<file path="src/rtl/halfword_unpacker.sv">
// Splits each accepted N-bit word into its high and low halves on an N/2-bit bus, high half first.
// Define HALFWORD_UNPACKER_PARITY_EN to add out_par, the even parity of out_data.
module halfword_unpacker #(
   parameter int N     = 16,
   parameter int CNT_W = 8
) (
   input  logic             clk,
   input  logic             clear,
   input  logic [N-1:0]     in_data,
   input  logic             in_en_h,
   input  logic             in_en_l,
   input  logic             in_valid,
   output logic             in_ready,
   output logic [N/2-1:0]   out_data,
   output logic             out_is_hi,
   output logic             out_last,
   output logic             out_valid,
`ifdef HALFWORD_UNPACKER_PARITY_EN
   output logic             out_par,
`endif
   input  logic             out_ready,
   output logic [CNT_W-1:0] sent_cnt
);
   localparam int H = N / 2;

   typedef enum logic [1:0] {IDLE, SEND_HI, SEND_LO} state_t;

   state_t             state_q, state_d;
   logic [N-1:0]       word_q;
   logic               en_l_q;
   logic [CNT_W-1:0]   cnt_q;
   logic               xfer, accept;

   // Outputs come only from registered state, so in_* never reaches out_*.
   assign out_valid = (state_q != IDLE);
   assign out_is_hi = (state_q == SEND_HI);
   assign out_last  = (state_q == SEND_LO) | ((state_q == SEND_HI) & ~en_l_q);
   assign sent_cnt  = cnt_q;

   always_comb begin
      out_data = '0;
      case (state_q)
         SEND_HI: out_data = word_q[N-1:H];
         SEND_LO: out_data = word_q[H-1:0];
         default: out_data = '0;
      endcase
   end

   // Finishing the last half frees the slot in the same cycle: zero-bubble back-to-back words.
   assign xfer     = out_valid & out_ready;
   assign in_ready = (state_q == IDLE) | (xfer & out_last);
   assign accept   = in_valid & in_ready;

   always_comb begin
      state_d = state_q;
      if (accept) begin
         if (in_en_h)      state_d = SEND_HI;
         else if (in_en_l) state_d = SEND_LO;
         else              state_d = IDLE;
      end else if (xfer) begin
         state_d = (state_q == SEND_HI && en_l_q) ? SEND_LO : IDLE;
      end
   end

   always_ff @(posedge clk or posedge clear) begin
      if (clear) begin
         state_q <= IDLE;
         word_q  <= '0;
         en_l_q  <= 1'b0;
         cnt_q   <= '0;
      end else begin
         state_q <= state_d;
         if (accept) begin
            word_q <= in_data;
            en_l_q <= in_en_l;
         end
         if (xfer) cnt_q <= cnt_q + CNT_W'(1);
      end
   end

`ifdef HALFWORD_UNPACKER_PARITY_EN
   logic par_hi_q, par_lo_q;

   always_ff @(posedge clk or posedge clear) begin
      if (clear) begin
         par_hi_q <= 1'b0;
         par_lo_q <= 1'b0;
      end else if (accept) begin
         par_hi_q <= ^in_data[N-1:H];
         par_lo_q <= ^in_data[H-1:0];
      end
   end

   assign out_par = (state_q == SEND_HI) ? par_hi_q :
                    (state_q == SEND_LO) ? par_lo_q : 1'b0;
`endif

endmodule

</file>
<file path="config.mk">
export PLATFORM = sky130hd
export DESIGN_NAME = halfword_unpacker
export DESIGN_NICKNAME = d
export VERILOG_FILES = /design/src/rtl/halfword_unpacker.sv
export SDC_FILE = /design/constraint.sdc
export NUM_CORES = 1
export LEC_CHECK = 0
export CAP_MARGIN = 20
export CORE_MARGIN = 4
export CORE_UTILIZATION = 40
export CTS_CLUSTER_SIZE = 28
export DETAILED_ROUTE_END_ITERATION = 16
export PLACE_DENSITY = 0.71
export SYNTH_ARGS = -nofsm -noshare
export SYNTH_HDL_FRONTEND = slang
export SYNTH_SLANG_ARGS = --single-unit
</file>
<file path="constraint.sdc">
create_clock -name clk -period 3.1 [get_ports clk]
set_input_delay 0.62 -clock clk [delete_from_list [all_inputs] [get_ports clk]]
set_output_delay 0.62 -clock clk [all_outputs]
set_load 0.03 [all_outputs]
</file>
==> results.md, run 1 <==
* Maximum VDD drop at 0.000502 V
* CP Capture Type: output pin
* Library cells used by synthesis at 24
* Overall routing resource usage at ~14%
* Max-Cap Viols at 0
* PD cells at slightly above 1000 mW/mm²
* Hpwl dp at approximately 1900 µm
* Worst hold path class: reg -> reg
* Area delta synth->final at 36.2%
* CTS root buf: clkbuf_4
* Worst-case hold path end point: sent_cnt[7]
* Maximum fanout along the worst path at 11
* Reg2Reg Depth at 6
* Post-synth top flop: dfrtp_1
* Clk slew on worst S/H paths at ~140 ps
* Top cell type's share of synthesized area at about half
* Seq/Total Area, Yosys at between 50% and 60%
* Clock buffer depth at 2
* Routed Antenna Nets at 0
* Post-CTS sizing at 0
* Final Hold Viols at 0
* Chip width at about 65 µm
* Slew Viols, Final at 0
* Yosys warning total at 0
* H-tree level count at 1
* Nets@finish at between 150 and 200
* TNS Setup at 0 ps
* Fmax at around 0.35 GHz
* Count leader, synth: dfrtp_1
* CP Launch Type: flop
* Dominant cell type by area after synthesis: dfrtp_1
* Worst Clk Skew at 5.66 ps
* Routability congestion estimate at between 0.7 and 0.8
* I/O pins at 42
* Post-CTS setup buffer count at 0
* WS Path Type: reg -> out
* WHS Path Cells at 1
* Largest net degree at the start of global routing at 28
* WP data required at about 2500 ps
* Hold Startpoint: sent_cnt[7]
* Fin crit share at between 90% and 100%
* Worst-Margin Slew at 419 ps
* Synth Cell Area at roughly 0.0013 mm²
* RSZ-0062 raised after global routing: false
* First drt pass iteration count at 2
* Design Power at between 0.0015 and 0.002 W
* FP Rows at 20
* Cts bufs inserted at 3
* Die Y-Extent at roughly 65 µm
* Total gr overflow at 0
* WP data arrival at approximately 2200 ps
* Reg2reg end: word_q[1]
* Buffers added on ports at 41
* DR vias/cell at roughly 4.8
* Asr flop ratio synth at between 90% and 100%
* Die footprint at approximately 0.0043 mm²
* Hold buffers post-CTS at 0
* Leak at between 0.7 and 0.8 nW
* CTS tree: yes
* Setup violators final at 0
* Syn_area_per_cell at between 10 and 15 µm²
* Vias in the first global route at between 1000 and 1500
* R2R Setup Slk at around 1100 ps
* Synth area leaders: dfrtp_1, mux2_4, mux2_2, a22oi_1, nor2b_1
* Core ar. at between 0.003 and 0.004 mm²
* Status: completed
* Seq cells post-synth at 27
* Worst skew pair latency at 310 ps
* Min Tclk post-route at between 2000 and 3000 ps
* First-pass GRT wire length at 4670 µm
* Iteration-0 DRC Markers at 18
* CTS Sinks at 27
* Initial core utilization at a little over two fifths
* Reg2reg start: state_q[1]
* Fillers at 284
* Diode count at 0
* Routed wire length per instance at 14.3 µm
* Initial antenna violation count at 0
* Remaining DRCs at 0
* Share of cells above drive strength 1 at ~17%
* Gate Count Post-Synth at a little over 100
* Number of flops mapped to enable cells by yosys at 0
* Post-synth net total at approximately 130
* Top cells by count, synth: dfrtp_1, mux2_2, mux2_4, nor2b_1, a22oi_1
* Slew margin rel. at 72.1%
* Vias at about 900
* Total Wirelength at roughly 2700 µm
-- cell type report --
type / count / area [µm²] / share of cell area [%]
inverter: 5 / 18.8 / 1.05
timing repair buffer: 44 / 433 / 24.2
tap: 44 / 55.1 / 3.08
sequential: 27 / 676 / 37.8
multi-input combinational: 64 / 577 / 32.3
clock buffer: 4 / 26.3 / 1.47
-- cells in the final DEF, fill, tap and decap left out --
| cell | instances |
|---|---|
| clkdlybuf4s50_1 | 41 |
| dfrtp_1 | 27 |
| mux2_2 | 10 |
| mux2_4 | 9 |
| nor2b_1 | 9 |
| a22oi_1 | 8 |
| inv_1 | 5 |
| xnor2_1 | 5 |
| ha_1 | 4 |
| nand2_1 | 3 |
| clkbuf_4 | 3 |
| buf_4 | 3 |
| nor2_1 | 2 |
| xor2_1 | 2 |
| nand4_1 | 2 |
| nand3_1 | 2 |
| a21o_1 | 1 |
| and2_1 | 1 |
| a22o_1 | 1 |
| and4_1 | 1 |
| and3_1 | 1 |
| a31oi_1 | 1 |
| nand2b_1 | 1 |
| mux2i_1 | 1 |
| clkbuf_1 | 1 |
-- layer usage --
metal	routed length [µm]	global-route usage [%]	vias up
met4	0	2.33	0
met5	0	0	-
met1	1180	16.2	429
met3	203	4.44	0
met2	1300	24.9	28
li1	-	-	440
-- stage by stage --
| stage | hold WS [ps] | std cells | cell area (µm²) | util, % | setup slack (ps) |
|---|---|---|---|---|---|
| after floorplan | 481 | 101 | 1310 | - | 867 |
| after global placement | 465 | 184 | 1760 | 56.7 | 614 |
| after detailed placement | 468 | 184 | 1760 | 56.7 | 570 |
| after CTS | 494 | 188 | 1790 | 57.5 | 204 |
| after global routing | 519 | 188 | 1790 | 57.5 | 90.4 |
| final | 490 | 188 | 1790 | 57.5 | 247 |
-- worst max-delay path: stages, from the launching register on --
cell and delay (ps):
dfrtp_1 410, inv_1 100, ha_1 420, a21o_1 220
nand2_1 60, nand2_1 60, clkdlybuf4s50_1 660
-- worst max path at each step --
stage | from | endpoint | slack, ps | cells past startpoint
floorplan | state_q[1] | in_ready | 870 | 6
finish | state_q[1] | in_ready | 250 | 6
detailed placement | state_q[1] | in_ready | 570 | 6
CTS | state_q[1] | in_ready | 200 | 6
global placement | out_ready | in_ready | 610 | 4
global route | state_q[1] | out_data[3] | 90 | 5
-- power by group --
part           switching (W)  total [W]  leakage (nW)  internal, W
sequential          0.000110   0.000625         0.327     0.000515
combinational       0.000538    0.00108         0.421     0.000545
clock              0.0000959   0.000146        0.0150    0.0000502
-- sequential cells by signal, indices dropped and copies added, names as in the netlist --
name,flops
word_q,16
sent_cnt,8
state_q,2
en_l_q,1
-- kinds of logic (layout without fill, tap and decap cells) --
kind of cell / Yosys count / after routing / share of synthesized area (%)
adders and majority gates: 4 / 4 / 3.82
AOI/OAI and AO/OA: 11 / 11 / 6.30
buffers and inverters: 10 / 53 / 4.49
DFF: 27 / 27 / 51.5
xor gates and xnor gates: 7 / 7 / 4.68
muxes: 20 / 20 / 19.7
and+or+nand+nor: 22 / 22 / 9.54
Note: power is estimated with default switching activity, not from simulation.
==> run 2: changes to the inputs <==
--- a/config.mk
+++ b/config.mk
@@ -6,11 +6,13 @@
 export NUM_CORES = 1
 export LEC_CHECK = 0
 export CAP_MARGIN = 20
+export CELL_PAD_IN_SITES_DETAIL_PLACEMENT = 0
+export CELL_PAD_IN_SITES_GLOBAL_PLACEMENT = 1
 export CORE_MARGIN = 4
-export CORE_UTILIZATION = 40
+export CORE_UTILIZATION = 38
 export CTS_CLUSTER_SIZE = 28
 export DETAILED_ROUTE_END_ITERATION = 16
-export PLACE_DENSITY = 0.71
+export PLACE_DENSITY_LB_ADDON = 0.1
 export SYNTH_ARGS = -nofsm -noshare
 export SYNTH_HDL_FRONTEND = slang
 export SYNTH_SLANG_ARGS = --single-unit
==> run 2 against run 1 <==
  * Critical path depth unchanged
  * Sequential share of layout area down 0.47 points
  * First-iteration DRC count up 22%
  * Combinational power about the same
  * Count of clock-buffer cells in the layout unchanged
  * Largest power group unchanged
==> results.md, run 2 (synthesis results as in run 1) <==
* CTS Sinks at 27 (unchanged)
* WP data arrival at 2270 ps (was 2230 ps)
* Clk slew on worst S/H paths at 140 ps (about the same)
* Crit-path cells: inv_1 -> ha_1 -> a21o_1 -> nand2_1 -> nand2_1 -> clkdlybuf4s50_1 (unchanged)
* Placed cell areas at 0.00175 mm² (was 0.00176 mm²)
* Nets@finish at 171 (unchanged)
* Chip width at 66.7 µm (was 65.3 µm)
* Fmax at 0.346 GHz (was 0.350 GHz)
* Routability congestion estimate at 0.677 (was 0.710)
* Vias in the first global route at 957 (was 1049)
* Comb pwr share at 58.4% (about the same)
* Status: completed (unchanged)
* First drt pass iteration count at 3 (was 2)
* Clock buffer depth at 2 (unchanged)
* Final Hold Viols at 0 (unchanged)
* Final instance area at 0.00181 mm² (was 0.00179 mm²)
* Max-Cap Viols at 0 (unchanged)
* Worst hold path class: in -> async (was reg -> reg)
* Sw power at 0.000741 W (was 0.000744 W)
* Post-CTS sizing at 0 (unchanged)
* Fin crit share at 93.2% (was 92.0%)
* Die Y-Extent at 66.7 µm (was 65.3 µm)
* Buffers added on ports at 41 (unchanged)
* Slew Viols, Final at 0 (unchanged)
* Total Wirelength at 2580 µm (was 2680 µm)
* TNS Setup at 0 ps (unchanged)
* Largest net degree at the start of global routing at 28 (unchanged)
* Clock share of power at 7.9% (about the same)
* Initial core utilization at 39.3% (was 42.3%)
* Slowest CP cell: clkdlybuf4s50_1 (unchanged)
* WS Path Type: reg -> out (unchanged)
* CP Launch Type: flop (unchanged)
* Critical path origin: state_q[1] (unchanged)
* Highest cell delay on the worst timing path at 670 ps (was 660 ps)
* Hold buffers post-CTS at 0 (unchanged)
* Reg2Reg Depth at 6 (unchanged)
* Reg2reg end: word_q[15] (was word_q[1])
* DR vias/cell at 4.74 (was 4.77)
* Min Tclk post-route at 2890 ps (was 2850 ps)
* Share of cells above drive strength 1 at 17.4% (unchanged)
* Total gr overflow at 0 (unchanged)
* Worst Clk Skew at 4.97 ps (was 5.66 ps)
* Routed wire length per instance at 13.6 µm (was 14.3 µm)
* Worst-Margin Slew at 434 ps (was 419 ps)
* R2R Setup Slk at 1030 ps (was 1050 ps)
* Crit path buffers/inverters at 2 (unchanged)
* Cts bufs inserted at 3 (unchanged)
* Hpwl dp at 1880 µm (was 1930 µm)
* Leak at 0.770 nW (was 0.762 nW)
* Most frequent cells in the layout: clkdlybuf4s50_1, dfrtp_1, mux2_2, mux2_4, nor2b_1 (unchanged)
* Top cell by count, worst path: nand2_1 (unchanged)
* Initial antenna violation count at 0 (unchanged)
* CP Capture Type: output pin (unchanged)
* H-tree level count at 1 (unchanged)
* Post-CTS setup buffer count at 0 (unchanged)
* WP data required at 2480 ps (about the same)
* Max reg flops at 16 (unchanged)
* Biggest register: word_q (unchanged)
* Maximum VDD drop at 0.000455 V (was 0.000502 V)
* PD cells at 1030 mW/mm² (was 1040 mW/mm²)
* CTS root buf: clkbuf_4 (unchanged)
* Routed Antenna Nets at 0 (unchanged)
* Overall routing resource usage at 13.1% (was 13.8%)
* Share of power burned in registers at 33.7% (about the same)
* Area delta synth->final at 37.9% (was 36.2%)
* Sw frac at 40.0% (was 40.1%)
* CTS tree: yes (unchanged)
* Hold WS at 485 ps (was 490 ps)
* Vias at 900 (was 897)
* Crit-path leading delay family: buffers and inverters (unchanged)
* Commonest non-fill, non-tap cell in the layout: clkdlybuf4s50_1 (unchanged)
* Internal at 0.00111 W (about the same)
* Placed cells at 185 (was 184)
* RSZ-0062 raised after global routing: false (unchanged)
* Setup violators final at 0 (unchanged)
* Fillers at 303 (was 284)
* Non-Filler Instances at 190 (was 188)
* Design Power at 0.00185 W (about the same)
* Die footprint at 0.00445 mm² (was 0.00426 mm²)
* Remaining DRCs at 0 (unchanged)
* I/O pins at 42 (unchanged)
* Reg2reg start: state_q[1] (unchanged)
* Worst skew pair latency at 310 ps (about the same)
* First-pass GRT wire length at 4350 µm (was 4670 µm)
* Core ar. at 0.00334 mm² (was 0.00310 mm²)
* FP Rows at 21 (was 20)
* Iteration-0 DRC Markers at 22 (was 18)
* Diode count at 0 (unchanged)
* Slew margin rel. at 71.1% (was 72.1%)
* Maximum fanout along the worst path at 11 (unchanged)
[run 2: how the worst max path moves through the flow]
stage,to,slack (ps),cells past startpoint
final,in_ready,210,6
after global routing,out_data[4],80,5
after CTS,in_ready,190,6
after detailed placement,in_ready,570,4
after global placement,in_ready,620,4
after floorplan,in_ready,870,6
[run 2: area by class of cell]
type                    count  area, µm²  share of cell area (%)
multi-input cells          64        577                    31.9
flip-flops and latches     27        676                    37.4
inverters                   5       18.8                    1.04
repair buffers             44        453                    25.1
well taps                  46       57.6                    3.18
clock buffers               4       26.3                    1.45
[run 2: metrics by stage]
stage          setup slack [ps]  utilization [%]
6_report                    211             54.2
5_1_grt                    77.1             54.2
4_1_cts                     192             53.4
3_5_place_dp                566             52.6
3_3_place_gp                615             52.6
2_1_floorplan               867                -
[run 2: metal layers]
metal	vias to the layer above	share of wire [%]	global-route usage, %
met5	-	0	0
met4	0	0.89	3.81
met3	2	4.3	3.71
met2	19	51	22.5
met1	445	44	15.8
li1	434	-	-
[run 2: power by group through the flow]
| stage | clock, W | combinational [W] | sequential [W] |
|---|---|---|---|
| after global routing | 0.000173 | 0.00116 | 0.000651 |
| after CTS | 0.000154 | 0.00109 | 0.000628 |
| after floorplan | 0 | 0.000701 | 0.000680 |
| final | 0.000146 | 0.00108 | 0.000625 |
| after detailed placement | 0 | 0.00109 | 0.000634 |
| after global placement | 0 | 0.00108 | 0.000630 |
==> run 3: changes to the inputs <==
--- a/config.mk
+++ b/config.mk
@@ -9,10 +9,11 @@
 export CELL_PAD_IN_SITES_DETAIL_PLACEMENT = 0
 export CELL_PAD_IN_SITES_GLOBAL_PLACEMENT = 1
 export CORE_MARGIN = 4
-export CORE_UTILIZATION = 38
+export CORE_UTILIZATION = 32
 export CTS_CLUSTER_SIZE = 28
 export DETAILED_ROUTE_END_ITERATION = 16
 export PLACE_DENSITY_LB_ADDON = 0.1
+export SETUP_SLACK_MARGIN = 0.3
 export SYNTH_ARGS = -nofsm -noshare
 export SYNTH_HDL_FRONTEND = slang
 export SYNTH_SLANG_ARGS = --single-unit
==> constraint.sdc (replaced) <==
create_clock -name clk -period 2.5 [get_ports clk]
set_input_delay 0.5 -clock clk [delete_from_list [all_inputs] [get_ports clk]]
set_output_delay 0.5 -clock clk [all_outputs]
set_load 0.03 [all_outputs]
==> run 3 against run 2 <==
  * Via count is the same
  * Critical endpoint is now out_last
  * Flip-flop and latch count did not move
  * Critical path type unchanged
  * Hold slack got worse by 4.5 ps
  * Clock skew increased by 6.4 ps
  * Global-route usage shrank 1.9 points
  * Count of clock-buffer cells in the layout down 1
  * Sequential power up 26%
==> results.md, run 3 (synthesis results as in run 1) <==
* Status: completed (unchanged)
* Core ar. at 0.00397 mm² (was 0.00334 mm²)
* Total gr overflow at 0 (unchanged)
* CP Launch Type: flop (unchanged)
* Die footprint at 0.00519 mm² (was 0.00445 mm²)
* Worst skew pair latency at 270 ps (was 310 ps)
* CTS root buf: clkbuf_8 (was clkbuf_4)
* Most frequent cells in the layout: clkdlybuf4s50_1, dfrtp_1, mux2_2, mux2_4, nor2b_1 (unchanged)
* R2R Setup Slk at 630 ps (was 1030 ps)
* Area delta synth->final at 40.6% (was 37.9%)
* Max-Cap Viols at 0 (unchanged)
* Routed Antenna Nets at 0 (unchanged)
* Reg2Reg Depth at 6 (unchanged)
* WP data arrival at 1600 ps (was 2270 ps)
* Worst-Margin Slew at 340 ps (was 434 ps)
* Post-CTS setup buffer count at 0 (unchanged)
* WHS Path Cells at 1
* Hold WS at 481 ps (was 485 ps)
* Max reg flops at 16 (unchanged)
* Biggest register: word_q (unchanged)
* Hpwl dp at 1980 µm (was 1880 µm)
* Vias at 900 (unchanged)
* Remaining DRCs at 0 (unchanged)
* Vias in the first global route at 966 (was 957)
* Total Wirelength at 2740 µm (was 2580 µm)
* RSZ-0062 raised after global routing: false (unchanged)
* Pre-CTS WS at 174 ps (was 566 ps)
* DR vias/cell at 4.64 (was 4.74)
* First drt pass iteration count at 3 (unchanged)
* PD cells at 1290 mW/mm² (was 1030 mW/mm²)
* Routability congestion estimate at 0.708 (was 0.677)
* Fin crit share at 84.0%
* I/O pins at 42 (unchanged)
* Initial core utilization at 33.0% (was 39.3%)
* Worst Clk Skew at 11.4 ps (was 4.97 ps)
* Diode count at 0 (unchanged)
* Clk slew on worst S/H paths at 100 ps (was 140 ps)
* Worst hold path class: reg -> reg (was in -> async)
* Reg2reg end: word_q[1] (was word_q[15])
* H-tree level count at 1 (unchanged)
* Worst-case hold path end point: sent_cnt[7]
* Leak at 0.781 nW (was 0.770 nW)
* Commonest non-fill, non-tap cell in the layout: clkdlybuf4s50_1 (unchanged)
* Initial antenna violation count at 0 (unchanged)
* Setup violators final at 0 (unchanged)
* CTS Sinks at 27 (unchanged)
* FP Rows at 23 (was 21)
* Share of cells above drive strength 1 at 27.8% (was 17.4%)
* Min Tclk post-route at approximately 2100 ps
* Buffers added on ports at 41 (unchanged)
* WS Path Type: reg -> out (unchanged)
* Clock buffer depth at 2 (unchanged)
* Cts bufs inserted at 3 (unchanged)
* Routed wire length per instance at 14.1 µm (was 13.6 µm)
* TNS Setup at 0 ps (unchanged)
* Hold Startpoint: sent_cnt[7]
* Fmax at between 0.4 and 0.5 GHz
* Worst setup margin at 400 ps (was 211 ps)
* WP data required at 2000 ps (was 2480 ps)
* Hold buffers post-CTS at 0 (unchanged)
* Maximum fanout along the worst path at 11 (unchanged)
* Chip width at 72.0 µm (was 66.7 µm)
* Iteration-0 DRC Markers at 33 (was 22)
* CTS tree: yes (unchanged)
* Die Y-Extent at 72.0 µm (was 66.7 µm)
* Slew Viols, Final at 0 (unchanged)
* Largest net degree at the start of global routing at 28 (unchanged)
* First-pass GRT wire length at 4510 µm (was 4350 µm)
* CP Capture Type: output pin (unchanged)
* Final Hold Viols at 0 (unchanged)
* Post-layout utilization of the core at 46.4% (was 54.2%)
* Maximum VDD drop at 0.000607 V (was 0.000455 V)
* Reg2reg start: state_q[1] (unchanged)
* Slew margin rel. at 77.3% (was 71.1%)
* Nets@finish at 171 (unchanged)
* Placed cell areas at 0.00177 mm² (was 0.00175 mm²)
* Final instance area at 0.00184 mm² (was 0.00181 mm²)
* Overall routing resource usage at 11.2% (was 13.1%)
[run 3: cell types whose count changed in the layout (fill, tap and decap cells not counted), sizes merged]
cell / previous run / this run
buf: 3 / 5
dlygate4sd2: 0 / 2
clkinvlp: 0 / 1
clkdlybuf4s50: 41 / 29
clkdlybuf4s15: 0 / 7
[run 3: worst max-delay path by stage]
stage,start,end,cells after the start
6_report,state_q[1],out_last,4
2_1_floorplan,state_q[1],word_q[10],8
3_3_place_gp,state_q[0],in_ready,6
5_1_grt,state_q[1],out_data[6],5
4_1_cts,state_q[1],in_ready,6
3_5_place_dp,state_q[0],in_ready,6
[run 3: metal layers]
layer | global-route usage [%] | vias to the layer above | share of wire (%)
met5 | 0 | - | 0
met4 | 1.88 | 0 | 0.80
met3 | 3.46 | 2 | 4.7
met2 | 18.9 | 22 | 49
met1 | 14.5 | 432 | 46
li1 | - | 444 | -
[run 3: cell type report]
class                   count  area, µm²
multi-input cells          64        614
clock buffers               3       41.3
well taps                  50       62.6
flip-flops and latches     27        676
clock inverters             1       7.51
fillers                   375       2130
repair buffers             44        423
inverters                   5       18.8
[run 3: power breakdown]
part | leakage (nW) | total [W] | switching (W) | internal (W)
logic | 0.433 | 0.00134 | 0.000674 | 0.000668
clock network | 0.0217 | 0.000246 | 0.000133 | 0.000113
registers | 0.327 | 0.000787 | 0.000146 | 0.000641
total | 0.781 | 0.00237 | 0.000953 | 0.00142
[run 3: worst max-delay path: stages (launching register included)]
cell and delay [ps]:
dfrtp_1 430, inv_2 130, ha_4 220, a21o_1 170
clkdlybuf4s15_1 380
[run 3: timing repair]
item,CTS,global route
hold endpoints to repair,0,0
setup endpoints to repair,12,10
gates resized for setup,29,13
pin swaps,0,1
[run 3: metrics by stage]
step | std cells | total power (W)
CTS | 194 | 0.00236
floorplan | 101 | 0.00172
finish | 194 | 0.00237
global placement | 190 | 0.00214
global route | 194 | 0.00256
detailed placement | 190 | 0.00215
